$ cat src/rtl/bwt_bi_extension.sv
// ---------------------------------------------------------------------------
// bwt_bi_extension
//   One-step FM-index bidirectional extension of a bi-interval (k,l,s) by one
//   base, backward or forward. Each request issues one dual-position Occ
//   lookup, combines the returned counts with the accumulated symbol counts
//   (L2) and the BWT primary position, and returns the new bi-interval.
//
// Ports
//   clk, rst                  clock, asynchronous active-low reset
//   a_in, dir_in              base (A,C,G,T=0..3, 4..7 = $), 0=backward 1=forward
//   k_in, l_in, s_in, start   request bi-interval and request pulse
//   k_out, l_out, s_out       result bi-interval (held until the next result)
//   finish, busy              one-cycle done pulse, request in progress
//   acc_cnt_in, pri_pos_in    L2[0..3] and primary position
//   bwt_params_valid          loads acc_cnt_in / pri_pos_in
//   occ_k, occ_ks, occ_lookup Occ query positions and one-cycle request
//   occ_val_k, occ_val_ks     Occ(A..T) at occ_k / occ_ks
//   occ_val_valid             lookup result strobe
//
// Build option
//   EXT_OUT_REG_EN : adds one output register stage; results, finish and the
//                    end of busy all move one cycle later.
// ---------------------------------------------------------------------------
module bwt_bi_extension #(
  parameter int KLS_W = 40
) (
  input  logic                  clk,
  input  logic                  rst,
  input  logic [2:0]            a_in,
  input  logic                  dir_in,
  input  logic [KLS_W-1:0]      k_in,
  input  logic [KLS_W-1:0]      l_in,
  input  logic [KLS_W-1:0]      s_in,
  input  logic                  start,
  output logic [KLS_W-1:0]      k_out,
  output logic [KLS_W-1:0]      l_out,
  output logic [KLS_W-1:0]      s_out,
  output logic                  finish,
  output logic                  busy,
  input  logic [3:0][KLS_W-1:0] acc_cnt_in,
  input  logic [KLS_W-1:0]      pri_pos_in,
  input  logic                  bwt_params_valid,
  output logic [KLS_W-1:0]      occ_k,
  output logic [KLS_W-1:0]      occ_ks,
  output logic                  occ_lookup,
  input  logic [3:0][KLS_W-1:0] occ_val_k,
  input  logic [3:0][KLS_W-1:0] occ_val_ks,
  input  logic                  occ_val_valid
);

  typedef enum logic [2:0] {S_IDLE, S_REQ, S_WAIT, S_CALC, S_DONE} state_t;

  localparam logic [KLS_W-1:0] ONE = KLS_W'(1);

  state_t                  r_state;
  logic [3:0][KLS_W-1:0]   r_l2, r_req_l2;
  logic [KLS_W-1:0]        r_pri, r_req_pri;
  logic                    r_loaded;
  logic                    r_dollar, r_dir;
  logic [1:0]              r_b;
  logic [KLS_W-1:0]        r_p, r_q, r_s;
  logic [3:0][KLS_W-1:0]   r_tk, r_tl;
  logic [KLS_W-1:0]        r_occ_k, r_occ_ks;
  logic                    r_occ_lookup, r_busy, r_fin;
  logic [KLS_W-1:0]        r_res_k, r_res_l, r_res_s;

  logic                    w_busy, w_accept, w_f;
  logic [KLS_W-1:0]        w_p_in, w_q_in, w_ps, w_np, w_nq, w_sum;
  logic [1:0]              w_b_in;
  logic [3:0][KLS_W-1:0]   w_cnt;

  // Operand selection for the incoming request: forward extension works on
  // the reverse-complement strand, so p/q swap and the base is complemented.
  assign w_p_in   = dir_in ? l_in : k_in;
  assign w_q_in   = dir_in ? k_in : l_in;
  assign w_b_in   = dir_in ? (2'd3 - a_in[1:0]) : a_in[1:0];
  assign w_accept = start && r_loaded && !w_busy && (r_state == S_IDLE);

  assign w_ps = r_p + r_s;

  // Extension arithmetic on the latched request, consumed in CALC.
  // NOTE: every variable written in always_comb gets a default first, so no
  // path leaves it unassigned and no latch is inferred.
  always_comb begin
    w_sum = '0;
    for (int i = 0; i < 4; i++) begin
      w_cnt[i] = r_tl[i] - r_tk[i];
    end
    for (int j = 0; j < 4; j++) begin
      if (j > int'(r_b)) w_sum = w_sum + w_cnt[j];
    end
    // The primary position ($ row) falls inside [p, p+s-1]: it adds one to q.
    w_f  = (r_p <= r_req_pri) && ((w_ps - ONE) >= r_req_pri);
    w_np = r_req_l2[r_b] + ONE + r_tk[r_b];
    w_nq = r_q + {{(KLS_W-1){1'b0}}, w_f} + w_sum;
  end

  // BWT parameters may be reloaded at any time; a request snapshots them.
  // NOTE: the small L2 array is reset like any other register because its
  // contents are visible state (zero until first load), not bulk storage.
  always_ff @(posedge clk or negedge rst) begin
    if (!rst) begin
      r_l2     <= '0;
      r_pri    <= '0;
      r_loaded <= 1'b0;
    end else if (bwt_params_valid) begin
      r_l2     <= acc_cnt_in;
      r_pri    <= pri_pos_in;
      r_loaded <= 1'b1;
    end
  end

  // NOTE: sequential state uses non-blocking assignments only, so every
  // register samples pre-edge values regardless of statement order.
  always_ff @(posedge clk or negedge rst) begin
    if (!rst) begin
      r_state      <= S_IDLE;
      r_req_l2     <= '0;
      r_req_pri    <= '0;
      r_dollar     <= 1'b0;
      r_dir        <= 1'b0;
      r_b          <= '0;
      r_p          <= '0;
      r_q          <= '0;
      r_s          <= '0;
      r_tk         <= '0;
      r_tl         <= '0;
      r_occ_k      <= '0;
      r_occ_ks     <= '0;
      r_occ_lookup <= 1'b0;
      r_busy       <= 1'b0;
      r_fin        <= 1'b0;
      r_res_k      <= '0;
      r_res_l      <= '0;
      r_res_s      <= '0;
    end else begin
      unique case (r_state)
        S_IDLE: begin
          r_fin <= 1'b0;
          if (w_accept) begin
            r_req_l2  <= r_l2;
            r_req_pri <= r_pri;
            r_dollar  <= a_in[2];
            r_dir     <= dir_in;
            r_b       <= w_b_in;
            r_busy    <= 1'b1;
            if (a_in[2]) begin
              // $ needs no lookup: k/l are carried through unchanged and the
              // CALC slot only registers them, giving the 2-cycle latency.
              r_p     <= k_in;
              r_q     <= l_in;
              r_state <= S_CALC;
            end else begin
              r_p          <= w_p_in;
              r_q          <= w_q_in;
              r_s          <= s_in;
              r_occ_k      <= w_p_in - ONE;
              r_occ_ks     <= w_p_in + s_in - ONE;
              r_occ_lookup <= 1'b1;
              r_state      <= S_REQ;
            end
          end
        end
        S_REQ, S_WAIT: begin
          r_occ_lookup <= 1'b0;
          if (occ_val_valid) begin
            // Occ(-1) is zero by definition; the returned value is ignored.
            r_tk    <= (r_p == '0) ? '0 : occ_val_k;
            r_tl    <= (w_ps == '0) ? '0 : occ_val_ks;
            r_state <= S_CALC;
          end else begin
            r_state <= S_WAIT;
          end
        end
        S_CALC: begin
          if (r_dollar) begin
            r_res_k <= r_p;
            r_res_l <= r_q;
            r_res_s <= '0;
          end else begin
            r_res_k <= r_dir ? w_nq : w_np;
            r_res_l <= r_dir ? w_np : w_nq;
            r_res_s <= w_cnt[r_b];
          end
          r_fin   <= 1'b1;
          r_state <= S_DONE;
        end
        S_DONE: begin
          r_fin    <= 1'b0;
          r_busy   <= 1'b0;
          r_occ_k  <= '0;
          r_occ_ks <= '0;
          r_state  <= S_IDLE;
        end
        default: r_state <= S_IDLE;
      endcase
    end
  end

  assign occ_k      = r_occ_k;
  assign occ_ks     = r_occ_ks;
  assign occ_lookup = r_occ_lookup;

`ifdef EXT_OUT_REG_EN
  logic [KLS_W-1:0] r_x_k, r_x_l, r_x_s;
  logic             r_fin_d;

  always_ff @(posedge clk or negedge rst) begin
    if (!rst) begin
      r_x_k   <= '0;
      r_x_l   <= '0;
      r_x_s   <= '0;
      r_fin_d <= 1'b0;
    end else begin
      r_fin_d <= r_fin;
      if (r_fin) begin
        r_x_k <= r_res_k;
        r_x_l <= r_res_l;
        r_x_s <= r_res_s;
      end
    end
  end

  // busy also covers the extra output cycle so no start overlaps it.
  assign w_busy = r_busy | r_fin_d;
  assign k_out  = r_x_k;
  assign l_out  = r_x_l;
  assign s_out  = r_x_s;
  assign finish = r_fin_d;
`else
  assign w_busy = r_busy;
  assign k_out  = r_res_k;
  assign l_out  = r_res_l;
  assign s_out  = r_res_s;
  assign finish = r_fin;
`endif

  assign busy = w_busy;

endmodule

$ cat config.mk
export PLATFORM = sky130hd
export DESIGN_NAME = bwt_bi_extension
export DESIGN_NICKNAME = d
export VERILOG_FILES = /design/src/rtl/bwt_bi_extension.sv
export SDC_FILE = /design/constraint.sdc
export NUM_CORES = 2
export LEC_CHECK = 0
export CAP_MARGIN = 10
export CORE_MARGIN = 4
export CORE_UTILIZATION = 62
export CTS_CLUSTER_DIAMETER = 150
export CTS_CLUSTER_SIZE = 16
export DETAILED_ROUTE_END_ITERATION = 12
export PLACE_DENSITY = 0.88
export SYNTH_ARGS = -nofsm -noshare
export SYNTH_HDL_FRONTEND = slang
export SYNTH_SLANG_ARGS = --single-unit
$ cat constraint.sdc
create_clock -name clk -period 25.5 [get_ports clk]
set_clock_uncertainty 0.1 [all_clocks]
set_input_delay 5.1 -clock clk [delete_from_list [all_inputs] [get_ports clk]]
set_output_delay 5.1 -clock clk [all_outputs]
set_load 0.01 [all_outputs]
# Word level (Yosys, flattened, before mapping)
# Index checks and enable logic that the tools add are counted.
dict set report word_totals {
  wordCells 119
  inputBits 649
  ff_bits 1051
}
dict set report classes {
  addsub 16
  mux 37
  n_eq_ne 6
  magnitude_cmp 6
  n_bitwise 1
  reduce_logical 19
}
# operator count
set op_table {}
lappend op_table {{two-way mux 40 bit} 19}
lappend op_table {{two-way mux 160 bit} 2}
lappend op_table {{adder 40 bit} 6}
lappend op_table {{binary-select mux 40 bit (select 2 bit)} 3}
lappend op_table {{one-hot mux 40 bit (2 select lines)} 2}
lappend op_table {{subtractor 40 bit} 4}
lappend op_table {{subtractor 40 x 1 -> 40 bit, second input constant} 3}
lappend op_table {{zero test 40 bit} 2}
lappend op_table {{adder 40 x 1 -> 40 bit} 1}
lappend op_table {{adder 40 x 1 -> 40 bit, second input constant} 1}
lappend op_table {{>= comparator 40 bit} 1}
lappend op_table {{less-or-equal comparator 40 bit} 1}
lappend op_table {{one-hot mux 3 bit (3 select lines)} 1}
lappend op_table {{AND reduction 3 bit} 3}
lappend op_table {{== test 3 x 2 -> 1 bit, second input constant} 2}
lappend op_table {{one-hot mux 1 bit (2 select lines)} 3}
lappend op_table {{AND reduction 2 bit} 3}
lappend op_table {{nonzero test 2 bit} 3}
lappend op_table {{greater-than comparator 2 bit, first input constant} 2}
lappend op_table {{logical AND 1 bit} 4}
lappend op_table {{two-way mux 1 bit} 4}
lappend op_table {{two-way mux 2 bit} 2}
lappend op_table {{inequality test 2 bit, second input constant} 2}
lappend op_table {{OR reduction 2 bit} 2}
lappend op_table {{other kinds (9)} 9}

# Logic depth before layout (Yosys ltp)
dict set report depth {
  word_depth 9
  depth_mapped 46
  ltp_nobuf 46
}

# Worst setup path before layout
# Ideal clock, no wire load.
dict set report synth_timing {
  kind {input -> register}
  from {input port dir_in}
  to {register r_occ_ks[38], in the netlist occ_ks[38]}
  n_path_buf 7
  setup_time_ps 120
  path_slack_ps 14337
  t_required_ps 25280
  t_arrival_ps 10943
  stages 23
  cell_sequence {clkbuf_1 > buf_1 > buf_1 > clkbuf_1 > buf_1 > buf_2 > buf_2 > mux2i_1 > ha_1 > inv_1 > ha_1 > a21o_1 > a21o_1 > a21oi_1 > o21ai_0 > a31oi_1 > a21oi_1 > a221oi_1 > o221ai_1 > o311ai_0 > mux2_2 > o21ai_0 > nand2_1}
}
dict set report synth_between {
  elab_chain_cells 6
}
# item line
set synth_rtl {}
lappend synth_rtl {{start: declaration} 30} ;# input logic dir_in,
lappend synth_rtl {{two-way mux 40 bit} 74} ;# assign w_p_in = dir_in ? l_in : k_in;
lappend synth_rtl {{adder 40 bit} 158} ;# r_occ_ks <= w_p_in + s_in - ONE;
lappend synth_rtl {{subtractor 40 x 1 -> 40 bit} 158}
lappend synth_rtl {{two-way mux 40 bit} 147} ;# if (a_in[2]) begin
lappend synth_rtl {{two-way mux 40 bit} 140} ;# if (w_accept) begin
lappend synth_rtl {{one-hot mux 40 bit (2 select lines)} 137} ;# unique case (r_state)
lappend synth_rtl {{end signal: assignment} 158}
lappend synth_rtl {{end: declaration} 63} ;# logic [KLS_W-1:0] r_occ_k, r_occ_ks;
# Every way passes these cells. The select of a mux whose other input is x is not followed.
# A chain may end at the register's enable or synchronous reset.

# Final worst setup path
dict set report layout_timing {
  from {register r_p[0]}
  to {register r_res_k[34], in the netlist k_out[34]}
}
dict set report layout_between {
  elab_chain_cells 8
  word_cells_on_any_way 9
}
# item line
set layout_rtl {}
lappend layout_rtl {{start: declaration} 61} ;# logic [KLS_W-1:0] r_p, r_q, r_s;
lappend layout_rtl {{start signal: assignment} 150} ;# r_p <= k_in;
lappend layout_rtl {{start signal: assignment} 154} ;# r_p <= w_p_in;
lappend layout_rtl {{adder 40 bit} 79} ;# assign w_ps = r_p + r_s;
lappend layout_rtl {{subtractor 40 x 1 -> 40 bit} 93} ;# w_f = (r_p <= r_req_pri) && ((w_ps - ONE) >= r_req_pri);
lappend layout_rtl {{>= comparator 40 bit} 93}
lappend layout_rtl {{logical AND 1 bit *} 93}
lappend layout_rtl {{adder 40 x 1 -> 40 bit *} 95} ;# w_nq = r_q + {{(KLS_W-1){1'b0}}, w_f} + w_sum;
lappend layout_rtl {{adder 40 bit *} 95}
lappend layout_rtl {{two-way mux 40 bit *} 181} ;# r_res_k <= r_dir ? w_nq : w_np;
lappend layout_rtl {{two-way mux 40 bit *} 176} ;# if (r_dollar) begin
lappend layout_rtl {{end signal: assignment} 177} ;# r_res_k <= r_p;
lappend layout_rtl {{end signal: assignment} 181}
lappend layout_rtl {{end: declaration} 65} ;# logic [KLS_W-1:0] r_res_k, r_res_l, r_res_s;
# Mark *: on every way between the ends. The rest lies on a longest branch, timed or not.

==> results.py <==
metrics = {
    "flow_run": {
        "cap_violations": 0,
    },
    "cells_and_area": {
        "drive_above_1_share_pct": 9.01,
        "layout_common_cells": "1,047 x dfrtp_1, 847 x clkdlybuf4s50_1, 599 x nor2_1",
        "final_nets": 8976,
        "area_growth_pct": 17.1,
        "nFillCells": 7885,
        "final_common_cell": "dfrtp_1",
    },
    "hold_path": {
        "hold_class": "reg2reg",
    },
    "placed_design": {
        "numPortBuffers": 851,
        "dp_hpwl_mm": 206,
        "place_congestion": 1.05,
    },
    "clock_network": {
        "cts_sinks": 1051,
        "cts.root.buffer_cell": "clkbuf_16",
        "ctsResizeCount": 0,
        "htreeDepth": 3,
        "cts_post_setup_buffers_inserted": 0,
        "cts_hold_buffers": 0,
        "clk_pin_slew_worst_paths_ns": 0.08,
        "clk_latency_ns": 0.72,
        "cts_buffer_depth": 3,
        "cts_tree": "done",
        "numCtsBuffers": 75,
    },
    "floorplanning": {
        "die_area_sq_mm": 0.117,
        "io_pins": 852,
        "die_w_um": 342,
        "design.core.area_sq_mm": 0.111,
        "initial_core_util_pct": 62.4,
        "placementRows": 122,
        "die_h_um": 342,
    },
    "setup_path": {
        "cp_common_cell": "a21o_1",
        "cp-start-kind": "register",
        "critPathKind": "reg2reg",
        "cp.required_ns": 26.01,
        "slowest_delay_ns": 0.53,
        "cp_max_fo": 7,
        "cp.arrival_ns": 10.89,
        "critPathSlowestCell": "or3_1",
        "crit_path_end_kind": "register",
    },
    "sta": {
        "relSlewSlack_pct": 17.3,
        "hold_viol": 0,
        "period_needed_ns": 10.38,
        "finalSetupTns_ns": 0,
        "maxSlewViolCount": 0,
        "rsz0062_at_grt": "false",
        "worst_pin_slew_ns": 1.22,
        "clock.fmax_ghz": 0.0963,
        "setup_viol": 0,
        "period_share_pct": 40.7,
    },
    "route": {
        "ant_nets": 0,
        "wl_per_cell_um": 28.0,
        "routed-via-count": 61224,
        "viasPerCell": 6.56,
        "drtIter0Drc": 6679,
        "drt_wl_total_mm": 261,
        "dr.pass1.iters": 6,
        "drc_errors": 0,
    },
    "global_routing": {
        "grt_pass1_vias": 59473,
        "track_usage_pct": 43.7,
        "overflow": 0,
        "grt_pass1_wl_mm": 383,
        "grt_max_degree": 194,
        "antenna_found_initial": 49,
    },
    "synth": {
        "syn_area_sq_mm": 0.0690,
        "synth-main-ff-cell": "dfrtp_1",
        "synth.yosys.warnings": 0,
        "synth_nets": 8307,
        "synth_edf_count": 0,
        "syn_avg_cell_area_sq_um": 9.68,
        "syn_inst": 7135,
        "ys_ff_latch": 1051,
        "ys_seq_area_share_pct": 38.1,
        "async_reset_ff_share_pct": 100,
        "synth.distinct_cells": 90,
    },
    "outcome": {
        "status": "finished, final reports clean",
    },
}
[flip-flops by register name, summed over array words and instances (netlist names), 160 cells and up]
signal	flops
r_tl	160
r_tk	160
r_req_l2	160
r_l2	160
[layer usage]
metal	vias up	wire, um	GRT usage, %
met2	3585	118000	68.9
met1	29837	96600	54.7
li1	26909	-	-
met3	861	26100	10.1
met4	32	20100	27.3
met5	-	218	0
[final timing paths]
check	from	endpoint	slack (ns)	cells after the start
min in group asynchronous	rst	r_req_pri[4]$_DFFE_PN0P_	4.27	1
hold reg to reg	k_out[3]$_DFFE_PN0P_	k_out[3]$_DFFE_PN0P_	0.38	2
setup / recovery	r_p[0]$_DFFE_PN0P_	k_out[34]$_DFFE_PN0P_	15.12	37
setup reg to reg	r_p[0]$_DFFE_PN0P_	k_out[34]$_DFFE_PN0P_	15.12	37
max in group asynchronous	rst	r_req_l2[32]$_DFFE_PN0P_	17.18	5
hold / removal	k_out[3]$_DFFE_PN0P_	k_out[3]$_DFFE_PN0P_	0.38	2
[Yosys cell counts (14+ instances only)]
cell / n / area (sq um)
a211o_1: 20 / 175
a211oi_1: 55 / 413
a21o_1: 266 / 2000
a21oi_1: 454 / 2270
a22o_1: 193 / 1690
a311oi_1: 14 / 123
a31oi_1: 56 / 350
a32o_1: 16 / 160
and2_1: 46 / 288
and3_1: 49 / 307
buf_1: 28 / 105
clkbuf_1: 268 / 1010
dfrtp_1: 1051 / 26300
ha_1: 512 / 6410
inv_1: 435 / 1630
mux2_2: 408 / 4590
mux2i_1: 271 / 2710
mux4_2: 93 / 2090
nand2_1: 536 / 2010
nand2b_1: 71 / 444
nand3_1: 90 / 450
nand4_1: 46 / 288
nor2_1: 602 / 2260
nor2b_1: 49 / 307
nor3_1: 97 / 485
nor4_1: 23 / 144
o211ai_1: 50 / 375
o21a_1: 53 / 398
o21ai_0: 498 / 2490
o21bai_1: 50 / 375
o31ai_1: 19 / 143
or2_2: 15 / 93.8
or3_1: 37 / 231
xnor2_1: 254 / 2220
xor2_1: 154 / 1350
[area by class of cell]
cell class	count	area (sq um)	area share, %
multi-input combinational	5330	39900	49.3
sequential	1051	26300	32.6
timing repair buffer	910	9000	11.1
clock buffer	78	1890	2.34
tap	1488	1860	2.30
inverter	436	1640	2.02
clock inverter	8	195	0.242
antenna	28	70.1	0.0867
[kinds of logic after synthesis]
group	synth area share, %
AOI/OAI and AO/OA	17.9
xor gates and xnor gates	5.21
adders and majority gates	9.60
buffers and inverters	4.24
DFF	38.1
muxes	13.6
and+or+nand+nor	11.3
[through the flow]
step,utilization (%),cell area (sq um),setup WS (ns),std cells,hold WS [ns]
after floorplan,-,69000,14.34,7135,0.354
after global placement,71.1,78700,15.26,9215,0.362
final,73.0,80800,15.12,9329,0.381
after CTS,73.0,80800,15.26,9301,0.386
after detailed placement,71.1,78700,15.01,9215,0.369
after global routing,73.0,80800,14.38,9323,0.408
[worst max-delay path, delay by kind of cell, from the launching register on]
kind                       cells  cell delay [ns]
AOI/OAI and AO/OA             22             5.79
and+or+nand+nor                6             1.71
adders and majority gates      5             1.59
DFF                            1             0.37
buffers and inverters          2             0.30
muxes                          1             0.26
xor gates and xnor gates       1             0.19
Power is left out: the tool's default activity adds up to more than one toggle a clock period on the data nets, which glitch-free logic cannot reach.
